`src/rtl/n64_controller_responder.sv`:
```
// N64 joybus controller-side responder: decodes host commands and answers polls with button state.
// Optional: define N64_INFO_CMD_EN to also answer info (0x00) and reset (0xFF) commands.
module n64_controller_responder #(
    parameter int unsigned CYCLES_PER_US = 10,
    parameter int unsigned RESP_DELAY_US = 2,
    parameter int unsigned RX_TIMEOUT_US = 8
) (
    input  logic        clk,
    input  logic        rst_n,
    input  logic [31:0] buttons,
    input  logic        line_in,
    output logic        line_drive_low,
    output logic        cmd_valid,
    output logic [7:0]  cmd,
    output logic        busy,
    output logic        rx_error
);
    localparam int unsigned CELL    = 4 * CYCLES_PER_US;
    localparam int unsigned RX_TO   = RX_TIMEOUT_US * CYCLES_PER_US;
    localparam int unsigned RESP    = RESP_DELAY_US * CYCLES_PER_US;
    localparam int unsigned MAX_A   = (RX_TO > CELL) ? RX_TO : CELL;
    localparam int unsigned CNT_MAX = (RESP > MAX_A) ? RESP : MAX_A;
    localparam int unsigned CW      = $clog2(CNT_MAX + 1);

    localparam logic [CW-1:0] CNT_TOP    = CW'(CNT_MAX);
    localparam logic [CW-1:0] SAMPLE_AT  = CW'(2 * CYCLES_PER_US - 1);
    localparam logic [CW-1:0] RX_LAST    = CW'(RX_TO - 1);
    localparam logic [CW-1:0] US_LAST    = CW'(CYCLES_PER_US - 1);
    localparam logic [CW-1:0] LONG_LAST  = CW'(3 * CYCLES_PER_US - 1);
    localparam logic [CW-1:0] CELL_LAST  = CW'(CELL - 1);
    // The stop-sample cycle already counts as the first turnaround cycle.
    localparam logic [CW-1:0] RESP_LAST  = CW'((RESP >= 2) ? RESP - 2 : 0);

`ifdef N64_INFO_CMD_EN
    // 0x05,0x00,0x02 each MSB first, arranged so bit 0 goes out first.
    localparam logic [23:0] INFO_STREAM = 24'h4000A0;
`endif

    typedef enum logic [2:0] {
        IDLE, RX_BIT, RX_WAIT, TURNAROUND, TX_LOW, TX_HIGH, TX_STOP, WAIT_HIGH
    } state_t;

    state_t state, stateNext;

    logic          lineMeta, lineSync, linePrev, lineFall;
    logic [CW-1:0] cnt, cntNext, cntInc;
    logic [5:0]    bitCnt, bitCntNext;
    logic [7:0]    cmdShift, cmdShiftNext;
    logic [31:0]   txShift, txShiftNext;
    logic [5:0]    txLast, txLastNext;
    logic [7:0]    cmdNext;
    logic          cmdValidNext, rxErrorNext, cmdSupported;
    logic [CW-1:0] lowLast;

    always_ff @(posedge clk or negedge rst_n) begin
        if (!rst_n) begin
            lineMeta <= 1'b1;
            lineSync <= 1'b1;
            linePrev <= 1'b1;
        end else begin
            lineMeta <= line_in;
            lineSync <= lineMeta;
            linePrev <= lineSync;
        end
    end

    assign lineFall = linePrev & ~lineSync;
    assign cntInc   = (cnt == CNT_TOP) ? cnt : cnt + 1'b1;
    assign lowLast  = txShift[0] ? US_LAST : LONG_LAST;

    always_comb begin
        cmdSupported = (cmdShift == 8'h01);
`ifdef N64_INFO_CMD_EN
        if (cmdShift == 8'h00 || cmdShift == 8'hFF) cmdSupported = 1'b1;
`endif
    end

    always_ff @(posedge clk or negedge rst_n) begin
        if (!rst_n) state <= IDLE;
        else        state <= stateNext;
    end

    always_comb begin
        stateNext    = state;
        cntNext      = cntInc;
        bitCntNext   = bitCnt;
        cmdShiftNext = cmdShift;
        txShiftNext  = txShift;
        txLastNext   = txLast;
        cmdNext      = cmd;
        cmdValidNext = 1'b0;
        rxErrorNext  = 1'b0;
        case (state)
            IDLE: begin
                cntNext = '0;
                if (lineFall) begin
                    stateNext  = RX_BIT;
                    bitCntNext = '0;
                end
            end
            RX_BIT: begin
                if (cnt == SAMPLE_AT) begin
                    if (bitCnt == 6'd8) begin
                        cntNext = '0;
                        if (!lineSync) begin
                            rxErrorNext = 1'b1;
                            stateNext   = WAIT_HIGH;
                        end else begin
                            cmdNext      = cmdShift;
                            cmdValidNext = 1'b1;
                            stateNext    = cmdSupported ? TURNAROUND : WAIT_HIGH;
                        end
                    end else begin
                        cmdShiftNext = {cmdShift[6:0], lineSync};
                        bitCntNext   = bitCnt + 6'd1;
                        stateNext    = RX_WAIT;
                    end
                end
            end
            RX_WAIT: begin
                if (lineFall) begin
                    stateNext = RX_BIT;
                    cntNext   = '0;
                end else if (cnt >= RX_LAST) begin
                    rxErrorNext = 1'b1;
                    if (!lineSync) begin
                        stateNext = WAIT_HIGH;
                        cntNext   = '0;
                    end else begin
                        rxErrorNext = (bitCnt >= 6'd1) && (bitCnt <= 6'd8);
                        stateNext   = IDLE;
                    end
                end
            end
            TURNAROUND: begin
                if (cmd_valid) begin
                    txShiftNext = buttons;
                    txLastNext  = 6'd31;
`ifdef N64_INFO_CMD_EN
                    if (cmd != 8'h01) begin
                        txShiftNext = {8'h00, INFO_STREAM};
                        txLastNext  = 6'd23;
                    end
`endif
                end
                if (cnt == RESP_LAST) begin
                    stateNext  = TX_LOW;
                    cntNext    = '0;
                    bitCntNext = '0;
                end
            end
            TX_LOW: begin
                if (cnt == lowLast) stateNext = TX_HIGH;
            end
            TX_HIGH: begin
                if (cnt == CELL_LAST) begin
                    cntNext = '0;
                    if (bitCnt == txLast) begin
                        stateNext = TX_STOP;
                    end else begin
                        stateNext   = TX_LOW;
                        bitCntNext  = bitCnt + 6'd1;
                        txShiftNext = {1'b0, txShift[31:1]};
                    end
                end
            end
            TX_STOP: begin
                if (cnt == US_LAST) begin
                    stateNext = WAIT_HIGH;
                    cntNext   = '0;
                end
            end
            WAIT_HIGH: begin
                if (!lineSync)              cntNext   = '0;
                else if (cnt == US_LAST)    stateNext = IDLE;
            end
            default: stateNext = IDLE;
        endcase
    end

    always_ff @(posedge clk or negedge rst_n) begin
        if (!rst_n) begin
            cnt       <= '0;
            bitCnt    <= '0;
            cmdShift  <= '0;
            txShift   <= '0;
            txLast    <= 6'd31;
            cmd       <= '0;
            cmd_valid <= 1'b0;
            rx_error  <= 1'b0;
        end else begin
            cnt       <= cntNext;
            bitCnt    <= bitCntNext;
            cmdShift  <= cmdShiftNext;
            txShift   <= txShiftNext;
            txLast    <= txLastNext;
            cmd       <= cmdNext;
            cmd_valid <= cmdValidNext;
            rx_error  <= rxErrorNext;
        end
    end

    // Decoded straight from state so reset releases the pad without a clock edge.
    assign line_drive_low = (state == TX_LOW) || (state == TX_STOP);
    assign busy           = (state != IDLE);
endmodule

```
`config.mk`:
```
export PLATFORM = sky130hd
export DESIGN_NAME = n64_controller_responder
export DESIGN_NICKNAME = d
export VERILOG_FILES = /design/src/rtl/n64_controller_responder.sv
export SDC_FILE = /design/constraint.sdc
export NUM_CORES = 1
export LEC_CHECK = 0
export ABC_AREA = 1
export CAP_MARGIN = 20
export CORE_MARGIN = 2
export CORE_UTILIZATION = 50
export CTS_BUF_LIST = sky130_fd_sc_hd__clkbuf_2 sky130_fd_sc_hd__clkbuf_4 sky130_fd_sc_hd__clkbuf_8
export DETAILED_ROUTE_END_ITERATION = 12
export GPL_TIMING_DRIVEN = 0
export PLACE_DENSITY = 0.73
export SLEW_MARGIN = 20
export SYNTH_ARGS = -nofsm -noshare
export SYNTH_HDL_FRONTEND = slang
export SYNTH_SLANG_ARGS = --single-unit
```
`constraint.sdc`:
```
create_clock -name clk -period 3.9 [get_ports clk]
set_input_delay 0.78 -clock clk [delete_from_list [all_inputs] [get_ports clk]]
set_output_delay 0.78 -clock clk [all_outputs]
set_load 0.01 [all_outputs]
```
# [Word-level counts from Yosys, hierarchy flattened]
# Index checks and enable logic that the tools add are counted.
# Widths: inputs -> output; s select.
[totals] regBits=69 in_bits=35 output_inout_bits=12 elab_cells=107
[classes] add_sub_neg=2 magnitude_cmp=3 eq_ne=28 n_mux=49 n_bitwise=3 reduce_logical=11
[op_table] op="$mux 32" n=3
[op_table] op="$pmux 32 s2" n=1
[op_table] op="$mux 7" n=9
[op_table] op="$pmux 7 s7" n=1
[op_table] op="$mux 3" n=14
[op_table] op="$mux 6" n=6
[op_table] op="$pmux 3 s8" n=1
[op_table] op="$pmux 6 s4" n=1
[op_table] op="$ne 2x2->1 const B" n=11
[op_table] op="$eq 7x5->1 const B" n=2
[op_table] op="$eq 3x3->1 const B" n=4
[op_table] op="$mux 1" n=10
[op_table] op="$reduce_and 9->1" n=1
[op_table] op="$eq 8x1->1 const B" n=1
[op_table] op="$reduce_and 4->1" n=2
[op_table] op="$add 7x1->7 const B" n=1
[op_table] op="$eq 7x4->1 const B" n=1
[op_table] op="$eq 7x5->1" n=1
[op_table] op="$eq 7x6->1 const B" n=1
[op_table] op="$eq 7x7->1 const B" n=1
[op_table] op="$ge 7x7->1 const B" n=1
[op_table] op="$reduce_and 7->1" n=1
[op_table] op="$add 6x1->6 const B" n=1
[op_table] op="$eq 3x2->1 const B" n=2
[op_table] op="18 further kinds" n=19

# [Longest topological paths before layout]
# Gate-level depths: netlist of run 1.
[depth] ltp_word=6 mapped_depth=11

# [Least setup slack after synthesis of run 1]
# No wires, ideal clock.
[synth_timing] path_type="register to register" from="register bitCnt[0]" to="register bitCnt[0]" setup_ns=0.117 t_arrival_ns=1.452 path_slack_ns=2.331 stages_incl_launch_ff=11 path_buffers=0 synth_period_minus_slack_ns=1.569 path_cell_list="dfrtp_1 inv_1 ha_1 nand3_1 nor2_1 nand2_1 nand2_1 nor2_2 nand2_1 nand2_1 nand2_1"
[synth_between] elab_chain_cells=4 elab_cells_between_ends=11 classes_between="add/sub: 1; eq/ne: 4; mux: 5; reduce/logical: 1"
[synth_rtl] item="start: declaration" line_no="47" rtl="logic [5:0] bitCnt, bitCntNext;"
[synth_rtl] item="start signal: assignment" line_no="193" rtl="bitCnt <= bitCntNext;"
[synth_rtl] item="$add 6x1->6" line_no="115, 162"
[synth_rtl] item="$mux 6, on equally long branches" line_no="158, 103"
[synth_rtl] item="$mux 6, on equally long branches" line_no="156, 102"
[synth_rtl] item="$pmux 6 s4" line_no="93" rtl="case (state)"
# Parallel ways exist; a longest one is shown, timed or not. The select of a mux whose other input is x is not followed.
# A chain may end at the register's enable or synchronous reset.

# [Final worst setup path of run 1]
[layout_timing] from="register state[2]" to="output port line_drive_low"
[layout_between] elab_chain_cells=2 elab_cells_between_ends=3 classes_between="eq/ne: 2; reduce/logical: 1"
[layout_rtl] item="start: declaration" line_no="43" rtl="state_t state, stateNext;"
[layout_rtl] item="start signal: assignment" line_no="80" rtl="else state <= stateNext;"
[layout_rtl] item="$eq 3x3->1" line_no="204" rtl="assign line_drive_low = (state == TX_LOW) || (state == TX_STOP);"
[layout_rtl] item="$logic_or 1x1->1 (*)" line_no="204"
[layout_rtl] item="end: declaration" line_no="12" rtl="output logic line_drive_low,"
# Every way passes the cells marked *; elsewhere a longest branch is shown, timed or not.

==> results of run 1 <==
==> sequential cells by signal (all words and copies together), names as in the netlist, 3 cells and up <==
register,count
cmd,8
cmdShift,8
bitCnt,6
cnt,7
txShift,32
state,3
==> cells in the final DEF (no fill, tap or decap), drive strengths merged <==
master and n:
a21boi 1, a21oi 11, buf 15, bufinv 2
clkbuf 12, clkdlybuf4s50 45, clkinvlp 1, dfrtp 66
dfstp 3, ha 8, inv 83, nand2 144
nand3 27, nand3b 2, nand4 6, nor2 44
nor3 2, o21ai 84, o31ai 1, or2 2
xor2 3
==> routing by layer <==
layer | vias to the layer above | global-route usage [%] | share of wire (%)
met5 | - | 0 | 0
met2 | 59 | 32.6 | 46
met3 | 9 | 3.44 | 3.7
li1 | 1685 | - | -
met1 | 1459 | 25.9 | 49
met4 | 0 | 7.31 | 1.3
==> worst max-delay path: stages (launching register included) <==
cell             delay, ps
dfrtp_1                490
inv_2                  120
nor2_1                 180
clkdlybuf4s50_1        580
==> worst max path at each step <==
stage / startpoint / to / slack, ps / cells after the start
2_1_floorplan: bitCnt[0]$_DFFE_PN0P_ / bitCnt[0]$_DFFE_PN0P_ / 2330 / 10
3_3_place_gp: rst_n / txShift[15]$_DFFE_PN0P_ / -280 / 1
3_5_place_dp: state[2]$_DFFE_PN0P_ / line_drive_low / 1780 / 3
4_1_cts: state[2]$_DFFE_PN0P_ / line_drive_low / 1390 / 3
5_1_grt: state[2]$_DFFE_PN0P_ / line_drive_low / 1290 / 3
6_report: state[2]$_DFFE_PN0P_ / line_drive_low / 1410 / 3
==> layout make-up <==
type,instances,area share (%)
Sequential cell,69,38.2
Clock inverter,7,2.32
Timing Repair Buffer,47,10.7
Buffer,16,1.85
Inverter,79,6.55
Multi-Input combinational cell,335,34.9
Tap cell,99,2.74
Clock buffer,9,2.74
==> through the flow <==
step / cells / area [um2] / setup TNS [ps] / total power [mW]
finish: 661 / 4530 / 0 / 2.89
global route: 661 / 4530 / 0 / 3.14
CTS: 661 / 4530 / 0 / 2.92
detailed placement: 645 / 4300 / 0 / 2.23
global placement: 644 / 4270 / -18210 / 2.20
floorplan: 499 / 3690 / 0 / 1.91
==> cell families (layout without fill, tap and decap cells) <==
kind of cell / after synthesis / after routing / synth area share (%)
AOI/OAI and AO/OA: 97 / 97 / 13.3
buffers and inverters: 95 / 158 / 10.3
adders and majority gates: 8 / 8 / 2.71
DFF: 69 / 69 / 46.9
xor gates and xnor gates: 3 / 3 / 0.712
and+or+nand+nor: 227 / 227 / 26.1
==> power breakdown <==
group	switching (mW)	leakage, nW	internal, mW
logic	0.769	1.22	0.421
clock network	0.307	0.113	0.371
registers	0.105	0.894	0.920
total	1.18	2.22	1.71
==> flow_summary.toml, run 1 <==
[timing]
max_slew.worst_pin.slew_ps = 341
fin_hold_ws_ps = 329
layout_min_cycle_time_ps = 2490
fin_crit_sh_pct = 63.8
setup_viol = 0
worst_slack_ps = 1410
max_freq_mhz = 402
slew_violations = 0
relSlewSlack_pct = 77.3
skew_ps = 11.5
rsz0062_at_grt = "no"
finalHoldViolCount = 0

[run_status]
status = "finished clean"

[clock_network]
cts_resized = 0
post-cts-setup-buffer-count = 0
cts_inserted_buffers = 9
cts_tree = "done"
postCtsHoldBufs = 0
clk_path_buf_depth = 2
clockRootBuffer = "clkbuf_8"
h-tree-depth = 3
clock-sinks = 69
path_clk_slew_ps = 90
insertion_delay_ps = 350

[floorplanning]
io_pins = 47
dieWidth_um = 89.9
die_height_um = 89.9
initial_core_util_pct = 51.1
core_area_mm2 = 0.00721
rows = 31
die-area_mm2 = 0.00808

[worst_setup_path]
criticalPathCategory = "reg2out"
timing.rr.end = "bitCnt[5]$_DFFE_PN0P_"
reg2reg_setup_slack_ps = 1970
worst_ep_required_time_ps = 3120
reg2reg_depth = 9
end_kind = "output port"
r2r-start = "bitCnt[0]$_DFFE_PN0P_"
critPathMaxFanout = 6
startpoint_type = "flop"
worst_ep_arrival_time_ps = 1710

[grt]
track_usage_pct = 19.6
grt_max_degree = 47
antenna_found_initial = 0
grt_overflow_total = 0
grt_pass1_wl_mm = 13.0
grt_pass1_vias = 2962

[place]
place_congestion = 0.887
dp_hpwl_mm = 5.64
dp_slack_ps = 1780
portBuffers = 46

[synthesis]
ys_seq_area_share_pct = 46.9
synth_top_area_share_pct = 44.8
synthTopCellsByCount = "142 x nand2_1, 75 x inv_1, 66 x dfrtp_1"
synth_flop_cell = "dfrtp_1"
yosysMostFrequentCell = "nand2_1"
synth-seq-cells = 69
ys_top_cells_by_area = "dfrtp_1 45%, nand2_1 14%, inv_1 7.6%"
synth-async-reset-ratio_pct = 100
synth_area_leader_cell = "dfrtp_1"
syn_area_per_cell_um2 = 7.39
netlist_instances = 499
ys_types = 26
syn_area_mm2 = 0.00369
synth_edf_count = 0
ys_warn_count = 0
syn_nets = 542

[routing]
dr.pass1.iters = 4
drcViolationCount = 0
drtIter0Drc = 199
final_antenna_net_count = 0
drt_wl_total_mm = 7.66
via_per_inst = 4.86
vias = 3212
routedWlPerCell_um = 11.6

[min_path]
hold_class = "in2async"

[final_layout]
area.growth.synth_to_final_pct = 22.7
nets = 600
fill_cells = 680
drive_gt1_share_pct = 8.36
multi_input_area_mm2 = 0.00158
antenna_cells = 0
finish.utilization_pct = 62.8
regArea_mm2 = 0.00173

[power]
p_leak_nw = 2.22
ir_drop_mv = 0.287
powerDensity_mw_per_mm2 = 639

[flow_run]
drv.max_cap_violation_count = 0
(Power assumes the default switching activity.)
==> run 2: changes to the inputs <==
PLACE_DENSITY = 0.76   (was 0.73)
clock period = 2.2 ns   (was 3.9 ns; I/O delays follow)
==> run 2 against run 1 <==
Effect of this change: critical path depth unchanged; total power increased by 78%; first-iteration DRC count decreased by 27%; sequential cell count stayed put; non-clock buffer count unchanged; sequential power rose by 78%; cell area is 0.22% lower; die area unchanged; largest cell class unchanged.
==> flow_summary.toml, run 2 (synthesized netlist as in run 1, its figures left out) <==
[timing]
slew_violations = 0
setup_viol = 0
fin_setup_tns_ps = 0
fin_crit_sh_pct = 95.3
skew_ps = 7.94
layout_min_cycle_time_ps = 2100
max_slew.worst_pin.slew_ps = 442
relSlewSlack_pct = 70.5
rsz0062_at_grt = "no"
max_freq_mhz = 477
finalHoldViolCount = 0

[power]
powerDensity_mw_per_mm2 = 1140
ir_drop_mv = 0.563
finalPower_mw = 5.15
p_leak_nw = 2.22

[floorplanning]
initial_core_util_pct = 51.1
die-area_mm2 = 0.00808
core_area_mm2 = 0.00721
io_pins = 47
dieWidth_um = 89.9
rows = 31
die_height_um = 89.9

[final_layout]
final_area_mm2 = 0.00452
multi_input_area_mm2 = 0.00158
nets = 600
top_register = "txShift"
final_cell_mix = "142 x nand2_1, 75 x inv_1, 66 x dfrtp_1"
fill_cells = 648
final_common_cell = "nand2_1"
antenna_cells = 0
largest_reg_flops = 32
area.growth.synth_to_final_pct = 22.4
regArea_mm2 = 0.00173
reg.largest.list = "txShift x32, cmdShift x8, cmd x8"
drive_gt1_share_pct = 8.36

[worst_setup_path]
criticalPathCategory = "reg2out"
crit_path_max_incr_delay_ps = 560
timing.rr.end = "bitCnt[1]$_DFFE_PN0P_"
worst_ep_arrival_time_ps = 1660
end_kind = "output port"
critPathMaxFanout = 6
reg2reg_depth = 9
crit_chain = "inv_2, nor2_1, clkdlybuf4s50_1"
r2r-start = "bitCnt[0]$_DFFE_PN0P_"
crit_buf_inv = 2
worst_ep_required_time_ps = 1760
critPathSlowestCell = "clkdlybuf4s50_1"
crit_family = "buffers and inverters"
reg2reg_setup_slack_ps = 240
startpoint_type = "flop"

[routing]
final_antenna_net_count = 0
drcViolationCount = 0
dr.pass1.iters = 5
via_per_inst = 5.05
routedWlPerCell_um = 11.9
drtIter0Drc = 146
vias = 3338
drt_wl_total_mm = 7.86

[place]
place_area_mm2 = 0.00429
dp_hpwl_mm = 5.67
place_congestion = 0.940
portBuffers = 46

[grt]
grt_pass1_wl_mm = 13.5
grt_overflow_total = 0
antenna_found_initial = 0
grt_max_degree = 39
track_usage_pct = 20.2
grt_pass1_vias = 3021

[clock_network]
post-cts-setup-buffer-count = 0
cts_tree = "done"
clockRootBuffer = "clkbuf_8"
cts_inserted_buffers = 9
h-tree-depth = 3
postCtsHoldBufs = 0
clock-sinks = 69
insertion_delay_ps = 350
cts_resized = 0
clk_path_buf_depth = 2
path_clk_slew_ps = 80

[min_path]
hold_class = "in2async"

[run_status]
status = "finished clean"

[flow_run]
drv.max_cap_violation_count = 0
## run 2: cell type report
class | instances | share of cell area (%)
well taps | 99 | 2.74
clock inverters | 7 | 2.27
repair buffers | 47 | 10.6
clock buffers | 9 | 2.74
multi-input cells | 335 | 34.9
inverters | 79 | 6.56
plain buffers | 16 | 1.86
flip-flops and latches | 69 | 38.3
## run 2: worst max path at each step
stage                     startpoint                       to  cells past startpoint
3_3_place_gp                   rst_n  txShift[15]$_DFFE_PN0P_                      1
6_report        state[2]$_DFFE_PN0P_           line_drive_low                      3
4_1_cts         state[2]$_DFFE_PN0P_           line_drive_low                      3
2_1_floorplan  bitCnt[0]$_DFFE_PN0P_    bitCnt[0]$_DFFE_PN0P_                     10
5_1_grt         state[1]$_DFFE_PN0P_                     busy                      3
3_5_place_dp   bitCnt[0]$_DFFE_PN0P_    bitCnt[1]$_DFFE_PN0P_                      9
## run 2: report_power, final
group | internal (mW) | switching [mW] | total [mW]
sequential | 1.63 | 0.188 | 1.82
combinational | 0.746 | 1.38 | 2.13
clock | 0.654 | 0.553 | 1.21
total | 3.03 | 2.12 | 5.15
## run 2: through the flow
stage / worst slack (ps) / util (%) / instances / hold slack [ps]
after global placement: -1610 / 59.2 / 644 / 350
final: 104 / 62.6 / 661 / 17.4
after CTS: 103 / 62.6 / 661 / 23.2
after global routing: 2.15 / 62.6 / 661 / 48.5
after detailed placement: 294 / 59.5 / 645 / 350
after floorplan: 631 / - / 499 / 144
## run 2: layer usage
metal	GRT usage, %	vias up	share of wire, %
met5	0	-	0
met1	26.7	1552	48
li1	-	1681	-
met3	3.60	11	4.8
met2	33.3	94	46
met4	8.08	0	1.4
